## config.mk

```make
export PLATFORM = sky130hd
export DESIGN_NAME = ifft8_stream
export DESIGN_NICKNAME = d
export VERILOG_FILES = /design/src/rtl/fft8_pkg.sv /design/src/rtl/ifft8_bfly.sv /design/src/rtl/ifft8_stream.sv
export SDC_FILE = /design/constraint.sdc
export NUM_CORES = 2
export LEC_CHECK = 0
export BUFFER_PORTS_ARGS = -buffer_cell sky130_fd_sc_hd__buf_2
export CORE_UTILIZATION = 67
export CTS_CLUSTER_SIZE = 8
export DETAILED_ROUTE_END_ITERATION = 8
export PLACE_DENSITY_LB_ADDON = 0.12
export SETUP_SLACK_MARGIN = 0.5
export SLEW_MARGIN = 15
export SYNTH_ARGS = -nofsm -noshare
export SYNTH_HDL_FRONTEND = slang
export SYNTH_SLANG_ARGS = --single-unit
```

## constraint.sdc

```tcl
create_clock -name clk -period 16.1 [get_ports clk]
set_clock_uncertainty 0.2 [all_clocks]
set_input_delay 2.415 -clock clk [delete_from_list [all_inputs] [get_ports clk]]
set_output_delay 2.415 -clock clk [all_outputs]
set_load 0.05 [all_outputs]
```

## src/rtl/fft8_pkg.sv

```systemverilog
`default_nettype none
// ============================================================================
// fft8_pkg : shared constants, types and helpers for the 8-point FFT/IFFT pair
// Revision : 1.0
// ============================================================================
package fft8_pkg;

  localparam int          N      = 8;
  localparam int          IN_W   = 17;
  localparam int          OUT_W  = 16;
  localparam int          BUF_W  = 18;
  localparam logic [14:0] C_Q14  = 15'h2D41;

  typedef enum logic [2:0] {
    ST_LOAD   = 3'd0,
    ST_S1     = 3'd1,
    ST_S2     = 3'd2,
    ST_S3     = 3'd3,
    ST_UNLOAD = 3'd4
  } state_t;

  // Twiddle applied to the second butterfly operand (inverse direction).
  typedef enum logic [1:0] {
    TW_ONE   = 2'd0,
    TW_C1PJ  = 2'd1,
    TW_PJ    = 2'd2,
    TW_CM1PJ = 2'd3
  } tw_t;

  function automatic logic [2:0] bitrev3(input logic [2:0] k);
    return {k[0], k[1], k[2]};
  endfunction

  function automatic logic signed [OUT_W-1:0] sat16(input logic signed [BUF_W-1:0] v);
    if (v > 18'sd32767)
      return 16'sh7fff;
    else if (v < -18'sd32768)
      return 16'sh8000;
    else
      return v[OUT_W-1:0];
  endfunction

endpackage
`default_nettype wire

```

## src/rtl/ifft8_bfly.sv

```systemverilog
`default_nettype none
// ============================================================================
// ifft8_bfly : combinational radix-2 butterfly with inverse twiddle, halved out
// Revision   : 1.0
// ============================================================================
module ifft8_bfly
  import fft8_pkg::*;
(
  input  logic signed [BUF_W-1:0] i_a_re,
  input  logic signed [BUF_W-1:0] i_a_im,
  input  logic signed [BUF_W-1:0] i_b_re,
  input  logic signed [BUF_W-1:0] i_b_im,
  input  tw_t                     i_tw,
  output logic signed [BUF_W-1:0] o_sum_re,
  output logic signed [BUF_W-1:0] o_sum_im,
  output logic signed [BUF_W-1:0] o_dif_re,
  output logic signed [BUF_W-1:0] o_dif_im
);

  localparam logic signed [32:0] c_c33 = 33'(C_Q14);

  logic signed [32:0]      w_rpi;
  logic signed [32:0]      w_rmi;
  logic signed [BUF_W-1:0] w_bt_re;
  logic signed [BUF_W-1:0] w_bt_im;
  logic signed [BUF_W:0]   w_s_re;
  logic signed [BUF_W:0]   w_s_im;
  logic signed [BUF_W:0]   w_d_re;
  logic signed [BUF_W:0]   w_d_im;

  assign w_rpi = 33'(i_b_re) + 33'(i_b_im);
  assign w_rmi = 33'(i_b_re) - 33'(i_b_im);

  // C(1+j) and C(-1+j) fold (r +/- i) before the single scaled multiply.
  always_comb begin
    w_bt_re = i_b_re;
    w_bt_im = i_b_im;
    case (i_tw)
      TW_C1PJ: begin
        w_bt_re = BUF_W'((w_rmi * c_c33) >>> 14);
        w_bt_im = BUF_W'((w_rpi * c_c33) >>> 14);
      end
      TW_PJ: begin
        w_bt_re = -i_b_im;
        w_bt_im = i_b_re;
      end
      TW_CM1PJ: begin
        w_bt_re = BUF_W'(((-w_rpi) * c_c33) >>> 14);
        w_bt_im = BUF_W'((w_rmi * c_c33) >>> 14);
      end
      default: ;
    endcase
  end

  assign w_s_re = (BUF_W+1)'(i_a_re) + (BUF_W+1)'(w_bt_re);
  assign w_s_im = (BUF_W+1)'(i_a_im) + (BUF_W+1)'(w_bt_im);
  assign w_d_re = (BUF_W+1)'(i_a_re) - (BUF_W+1)'(w_bt_re);
  assign w_d_im = (BUF_W+1)'(i_a_im) - (BUF_W+1)'(w_bt_im);

  assign o_sum_re = BUF_W'(w_s_re >>> 1);
  assign o_sum_im = BUF_W'(w_s_im >>> 1);
  assign o_dif_re = BUF_W'(w_d_re >>> 1);
  assign o_dif_im = BUF_W'(w_d_im >>> 1);

endmodule
`default_nettype wire

```

## src/rtl/ifft8_stream.sv

```systemverilog
`default_nettype none
// ============================================================================
// ifft8_stream : streaming 8-point radix-2 DIT inverse FFT, serial in/out
// Revision     : 1.0
// ============================================================================
module ifft8_stream
  import fft8_pkg::*;
(
  input  logic                    clk,
  input  logic                    rst,
  input  logic                    in_valid,
  output logic                    in_ready,
  input  logic signed [IN_W-1:0]  in_re,
  input  logic signed [IN_W-1:0]  in_im,
  output logic                    out_valid,
  input  logic                    out_ready,
  output logic signed [OUT_W-1:0] out_re,
  output logic signed [OUT_W-1:0] out_im,
  output logic                    out_last
);

  state_t                  r_state;
  state_t                  w_next;
  logic [2:0]              r_k;
  logic [2:0]              r_n;
  logic signed [BUF_W-1:0] r_buf_re [N];
  logic signed [BUF_W-1:0] r_buf_im [N];
  logic signed [OUT_W-1:0] r_out_re;
  logic signed [OUT_W-1:0] r_out_im;
  logic                    r_out_last;

  logic                    w_in_hs;
  logic                    w_out_hs;
  logic [2:0]              w_ia     [N/2];
  logic [2:0]              w_ib     [N/2];
  tw_t                     w_tw     [N/2];
  logic signed [BUF_W-1:0] w_sum_re [N/2];
  logic signed [BUF_W-1:0] w_sum_im [N/2];
  logic signed [BUF_W-1:0] w_dif_re [N/2];
  logic signed [BUF_W-1:0] w_dif_im [N/2];

  assign in_ready  = (r_state == ST_LOAD) && !rst;
  assign out_valid = (r_state == ST_UNLOAD);
  assign w_in_hs   = in_valid && in_ready;
  assign w_out_hs  = out_valid && out_ready;
  assign out_re    = r_out_re;
  assign out_im    = r_out_im;
  assign out_last  = r_out_last;

  always_ff @(posedge clk or posedge rst) begin
    if (rst) r_state <= ST_LOAD;
    else     r_state <= w_next;
  end

  always_comb begin
    w_next = r_state;
    case (r_state)
      ST_LOAD:   if (w_in_hs && r_k == 3'd7) w_next = ST_S1;
      ST_S1:     w_next = ST_S2;
      ST_S2:     w_next = ST_S3;
      ST_S3:     w_next = ST_UNLOAD;
      ST_UNLOAD: if (w_out_hs && r_n == 3'd7) w_next = ST_LOAD;
      default:   w_next = ST_LOAD;
    endcase
  end

  always_ff @(posedge clk or posedge rst) begin
    if (rst) begin
      r_k <= 3'd0;
      r_n <= 3'd0;
    end else begin
      if (w_in_hs)  r_k <= r_k + 3'd1;
      if (w_out_hs) r_n <= r_n + 3'd1;
    end
  end

  // Stage pairings: S1 spans 1, S2 spans 2 (+j on odd lanes), S3 spans 4 (twiddle = lane).
  for (genvar gi = 0; gi < N/2; gi++) begin : g_bfly
    localparam logic [1:0] c_i = 2'(gi);

    assign w_ia[gi] = (r_state == ST_S1) ? {c_i, 1'b0} :
                      (r_state == ST_S2) ? {c_i[1], 1'b0, c_i[0]} : {1'b0, c_i};
    assign w_ib[gi] = (r_state == ST_S1) ? {c_i, 1'b1} :
                      (r_state == ST_S2) ? {c_i[1], 1'b1, c_i[0]} : {1'b1, c_i};
    assign w_tw[gi] = (r_state == ST_S3)               ? tw_t'(c_i) :
                      (r_state == ST_S2 && c_i[0])     ? TW_PJ      : TW_ONE;

    ifft8_bfly u_bfly (
      .i_a_re   (r_buf_re[w_ia[gi]]),
      .i_a_im   (r_buf_im[w_ia[gi]]),
      .i_b_re   (r_buf_re[w_ib[gi]]),
      .i_b_im   (r_buf_im[w_ib[gi]]),
      .i_tw     (w_tw[gi]),
      .o_sum_re (w_sum_re[gi]),
      .o_sum_im (w_sum_im[gi]),
      .o_dif_re (w_dif_re[gi]),
      .o_dif_im (w_dif_im[gi])
    );
  end

  always_ff @(posedge clk) begin
    if (w_in_hs) begin
      r_buf_re[bitrev3(r_k)] <= BUF_W'(in_re);
      r_buf_im[bitrev3(r_k)] <= BUF_W'(in_im);
    end else if (r_state == ST_S1 || r_state == ST_S2 || r_state == ST_S3) begin
      for (int i = 0; i < N/2; i++) begin
        r_buf_re[w_ia[i]] <= w_sum_re[i];
        r_buf_im[w_ia[i]] <= w_sum_im[i];
        r_buf_re[w_ib[i]] <= w_dif_re[i];
        r_buf_im[w_ib[i]] <= w_dif_im[i];
      end
    end
  end

  // x[0] is taken straight from the S3 butterfly so it is valid on the first UNLOAD cycle.
  always_ff @(posedge clk or posedge rst) begin
    if (rst) begin
      r_out_re   <= '0;
      r_out_im   <= '0;
      r_out_last <= 1'b0;
    end else if (r_state == ST_S3) begin
      r_out_re   <= sat16(w_sum_re[0]);
      r_out_im   <= sat16(w_sum_im[0]);
      r_out_last <= 1'b0;
    end else if (w_out_hs) begin
      if (r_n != 3'd7) begin
        r_out_re   <= sat16(r_buf_re[r_n + 3'd1]);
        r_out_im   <= sat16(r_buf_im[r_n + 3'd1]);
        r_out_last <= (r_n == 3'd6);
      end else begin
        r_out_last <= 1'b0;
      end
    end
  end

endmodule
`default_nettype wire

```

After elaboration in Yosys (flattened, before gate mapping)
Memory sizes are Yosys's and may differ from the RTL's.
Cells that the tools add are included.
{"block": "word_totals", "reg_bits": 42, "ramBits": 288, "input_bits": 38, "out_inout_bits": 35, "word_cells": 140, "mem_count": 2}
{"block": "classes", "addsub": 30, "n_mul": 9, "n_lt_le_gt_ge": 8, "n_eq_ne": 19, "n_mux": 51, "reduce_logical": 15}
{"name": "r_buf_im", "words": 8, "width": 18, "read_ports": 9, "rd_ports_with_merged_regs": 0, "write_ports": 8, "line_no": "ifft8_stream.sv:27", "source": "logic signed [BUF_W-1:0] r_buf_im [N];"}
{"name": "r_buf_re", "words": 8, "width": 18, "read_ports": 9, "rd_ports_with_merged_regs": 0, "write_ports": 8, "line_no": "ifft8_stream.sv:26", "source": "logic signed [BUF_W-1:0] r_buf_re [N];"}
{"operator": "$pmux 18 s3", "count": 6}
{"operator": "$mul 33x15->32 const B", "count": 9}
{"operator": "$mux 16", "count": 14}
{"operator": "$add 18x18->19", "count": 11}
{"operator": "$sub 18x18->19", "count": 11}
{"operator": "$neg 33->33", "count": 3}
{"operator": "$gt 18x16->1 const B", "count": 4}
{"operator": "$lt 18x16->1 const B", "count": 4}
{"operator": "$neg 18->18", "count": 3}
{"operator": "$mux 18", "count": 2}
{"operator": "$mux 3", "count": 12}
{"operator": "$reduce_or 18->1", "count": 2}
{"operator": "$pmux 3 s5", "count": 1}
{"operator": "$eq 2x2->1 const B", "count": 6}
{"operator": "$eq 3x3->1 const B", "count": 4}
{"operator": "$mux 2", "count": 6}
{"operator": "$mux 1", "count": 10}
{"operator": "$add 3x1->3 const B", "count": 2}
{"operator": "$eq 2x1->1 const B", "count": 3}
{"operator": "$eq 3x2->1 const B", "count": 2}
{"operator": "$logic_and 1x1->1", "count": 5}
{"operator": "$ne 2x1->1 const B", "count": 2}
{"operator": "$reduce_and 2->1", "count": 2}
{"operator": "$reduce_bool 2->1", "count": 2}
{"operator": "5 further kinds", "count": 6}

Longest topological paths before layout
An unclocked memory read counts as a cell.
{"block": "logic_depth", "ltp_word": 9, "mapped_depth": 56, "ltp_nobuf": 50}

Hierarchy
From an unflattened synthesis, not the netlist that was laid out.
{"block": "hier_totals", "hier_cells": 11779, "hier_area_um2": 101584.9}
{"mod": "ifft8_stream", "instances": 1, "cells_each": 2678, "area_each_um2": 22977.0, "seq_area_each_um2": 9699.3}
{"mod": "ifft8_bfly (g_bfly[3].u_bfly)", "instances": 1, "cells_each": 2320, "area_each_um2": 19844.0, "seq_area_each_um2": 0.0}
{"mod": "ifft8_bfly (g_bfly[1].u_bfly)", "instances": 1, "cells_each": 2252, "area_each_um2": 19765.2, "seq_area_each_um2": 0.0}
{"mod": "ifft8_bfly (g_bfly[2].u_bfly)", "instances": 1, "cells_each": 2288, "area_each_um2": 19547.5, "seq_area_each_um2": 0.0}
{"mod": "ifft8_bfly (g_bfly[0].u_bfly)", "instances": 1, "cells_each": 2241, "area_each_um2": 19451.2, "seq_area_each_um2": 0.0}

Worst setup path before layout
No wires, ideal clock.
{"block": "synth_timing", "path_type": "register -> register", "startpoint": "register r_state[0]", "endpoint": "memory r_buf_re[5][17] (data pin)", "setup_time_ns": 0.157, "arrival_time_ns": 11.276, "t_required_ns": 15.743, "slack_ns": 4.468, "stages_incl_launch_ff": 55, "n_path_buf": 6, "period_less_slack_ns": 11.632, "cell_sequence": "dfrtp_1 > buf_4 > nor3b_1 > nor2_1 > inv_2 > buf_2 > clkbuf_1 > clkbuf_1 > buf_1 > nand2_1 > nand2_1 > inv_1 > ha_1 > fa_1 > nand2b_1 > a21oi_2 > o31a_1 > o21ai_1 > [19 not listed] > nand2_1 > nand4_1 > and2_1 > a31oi_1 > and2_1 > or3_1 > a311oi_1 > a21oi_1 > ha_1 > clkbuf_1 > nor3_1 > a21o_1 > a211oi_1 > o21ai_0 > a2111oi_0 > a21oi_1 > a21o_1 > nor3_1"}
{"element": "start, declared", "line_no": "ifft8_stream.sv:22", "source": "state_t r_state;"}
{"element": "start signal, assigned", "line_no": "ifft8_stream.sv:52", "source": "else r_state <= w_next;"}
{"element": "end, declared", "line_no": "ifft8_stream.sv:26"}

==> results.yml <==
outcome:
  status: "finished, violations left"
  violations: "DRC"
cts:
  clk_latency_ns: 0.63
  cts_tree: "done"
  cts_made_buffers: 48
  max-clock-path-buffers: 3
  clk_pin_slew_worst_paths_ns: 0.05
  cts_root_buf: "clkbuf_16"
  clkSinkCount: 330
  postCtsSetupBuffers: 0
  cts_hold_buf: 0
  ctsHtreeMaxLevel: 2
  cts_resized: 0
critical_path:
  start_kind: "flop"
  cp-end-kind: "flop"
  crit_type: "flop to flop"
  rrSetupSlack_ns: 2.57
  cpPeakStageDelay_ns: 0.81
  reg2regPathDepth: 47
  critical_path.slowest_cell: "mux2i_1"
  r2r_end: "r_buf_re[5][17]$_DFFE_PP_"
  cp-startpoint: "r_state[0]$_DFFE_PP0P_"
  cp.arrival_ns: 13.80
  rr_startpoint: "r_state[0]$_DFFE_PP0P_"
  cp_max_fo: 43
  required_ns: 16.36
floorplanning:
  die-width_um: 297
  row_count: 107
  core_um2: 85700
  die-area_um2: 88200
  initial_utilization_pct: 68.0
  fp.dieH_um: 297
  ioPinCount: 73
detailed_routing:
  wl_per_cell_um: 27.9
  drcViolationCount: 40
  num_vias: 55500
  via_per_inst: 6.83
  dr.pass1.iters: 9
  drt_iter0_drc: 8388
  routed_wl_um: 227000
  ant_nets: 0
synthesis:
  synth-compound-area-share_pct: 18.9
  avgSynthCellArea_um2: 8.25
  ys_ff_latch: 330
  synthesis.area_um2: 58300
  post_synth_num_cell_types: 109
  synth_top_family_by_area: "adder cells"
  synth_mux_area_share_pct: 5.36
  synthFlopType: "edfxtp_1"
  synth_seq_area_share_pct: 16.6
  synth_edf_count: 288
  async_flop_share_pct: 12.7
  synthAdderAreaFrac_pct: 30.3
  yosys_warnings: 0
  synth_nets: 8334
  synth-simple-area-share_pct: 13.4
  synth_xor_area_share_pct: 6.40
  syn_inst: 7067
timing:
  fmax_mhz: 73.9
  hold_violations: 0
  slew_headroom_pct: 9.86
  finalSetupViolCount: 0
  tightestPinTransition_ns: 1.34
  min_period_over_period_pct: 84.1
  fin_crit_ns: 13.53
  rsz0062_at_grt: "no"
  slew_viol_final: 0
  finalSetupTns_ns: 0
placement:
  gp_congestion: 1.12
  hpwlAfterDp_um: 174000
  port_buffers: 72
hold_path:
  min_path_type: "flop to flop"
  min_from: "r_n[2]$_DFFE_PP0P_"
  hold-path-endpoint: "r_n[2]$_DFFE_PP0P_"
  whs_path_depth: 2
cells_and_area:
  layout.nets: 8208
  final_util_pct: 71.3
  areaGrowthSynthToFinish_pct: 4.78
  layout-drive-gt1-share_pct: 6.34
  fillCellCount: 6650
grt:
  track_usage_pct: 50.3
  antenna_found_initial: 14
  overflow: 0
  grt_pass1_vias: 54300
  grt_pass1_wl_um: 335000
  grt_max_degree: 75
job:
  drv_cap: 0
-- critical path: cells and delay by family (launching register included) --
kind | cells | cell delay (ns)
and+or+nand+nor | 9 | 1.73
xor gates and xnor gates | 2 | 0.85
DFF | 1 | 0.65
AOI/OAI and AO/OA | 19 | 4.73
muxes | 1 | 0.81
adders and majority gates | 9 | 3.54
buffers and inverters | 7 | 0.82
-- layout by cell type (no fill, tap or decap), types with 98 or more instances in the layout --
cell type,count
fa_1,306
inv_1,1037
a21o_1,127
nand3_1,112
xor2_1,98
xnor2_1,324
nor2_1,567
nor3_1,102
a21oi_1,498
ha_1,921
o21ai_0,343
edfxtp_1,288
nand2_1,694
-- per-stage QoR --
| step | cells | cell area, um^2 | hold WS [ns] | worst slack (ns) |
|---|---|---|---|---|
| 2_1_floorplan | 7067 | 58300 | 0.274 | 4.47 |
| 3_3_place_gp | 8035 | 59600 | 0.298 | 3.32 |
| 3_5_place_dp | 8035 | 59600 | 0.324 | 3.02 |
| 4_1_cts | 8119 | 61000 | 0.334 | 2.92 |
| 5_1_grt | 8120 | 61100 | 0.347 | 1.91 |
| 6_report | 8121 | 61100 | 0.337 | 2.57 |
-- cells in the mapped netlist, types with 28 or more instances --
cell type  instances  area, um^2
inv_1           1038        3900
ha_1             923       11500
nand2_1          695        2610
nor2_1           569        2140
a21oi_1          498        2490
o21ai_0          351        1760
xnor2_1          325        2850
fa_1             306        6130
edfxtp_1         288        8650
clkbuf_1         261         980
a21o_1           127         953
nand3_1          112         561
nor3_1           102         510
xor2_1            98         858
mux2i_1           88         881
a211oi_1          80         601
o21a_1            78         586
a22oi_1           73         548
mux4_2            72        1620
nand2b_1          72         450
o211ai_1          60         450
o21bai_1          57         428
mux2_2            54         608
a31oi_1           52         325
buf_1             51         191
o22ai_1           48         300
nor2b_1           47         294
dfrtp_1           42        1050
o31ai_1           36         270
or3_1             33         206
nand4_1           28         175
-- logic make-up (layout without fill, tap and decap cells) --
group / count (synthesis) / in the layout
XOR/XNOR: 424 / 424
multiplexers: 215 / 215
other: 0 / 2
AO/OA/AOI/OAI: 1705 / 1705
flip-flops: 330 / 330
AND/OR/NAND/NOR: 1786 / 1786
adder cells (fa/ha/maj): 1229 / 1229
buffers and inverters: 1378 / 1286
-- per-layer routing --
metal  share of wire, %  wire length (um)  vias to the layer above  track usage [%]
met5               0.16               370                        -            0.974
met4                8.8             20000                       20             35.2
met3                 15             34700                     1282             17.4
met2                 40             91700                     4355             72.4
met1                 35             80100                    25900             63.0
li1                   -                 -                    23900                -
-- worst max-delay path by stage --
stage               slack [ns]                         to
detailed placement        3.02  r_buf_re[5][17]$_DFFE_PP_
finish                    2.57  r_buf_re[5][17]$_DFFE_PP_
global placement          3.32  r_buf_re[5][17]$_DFFE_PP_
floorplan                 4.47  r_buf_re[5][17]$_DFFE_PP_
CTS                       2.92  r_buf_re[5][17]$_DFFE_PP_
global route              1.91  r_buf_re[5][17]$_DFFE_PP_
-- layout make-up --
class                   instances  area (um^2)  area share, %
clock inverters                 6         56.3         0.0922
well taps                    1144         1430           2.34
multi-input cells            5359        43600           71.4
inverters                    1042         3920           6.42
diodes                          2         5.00        0.00820
clock buffers                  78         1350           2.20
repair buffers                160         1020           1.67
flip-flops and latches        330         9710           15.9
-- state kept, by name, indices dropped and copies added (netlist names) --
register	count
out_im	16
out_last	1
out_re	16
r_buf_im	144
r_buf_re	144
r_k	3
r_n	3
r_state	3
Power is not shown: default switching activity piles up to over one toggle a cycle in this logic, so the estimate is an artifact.
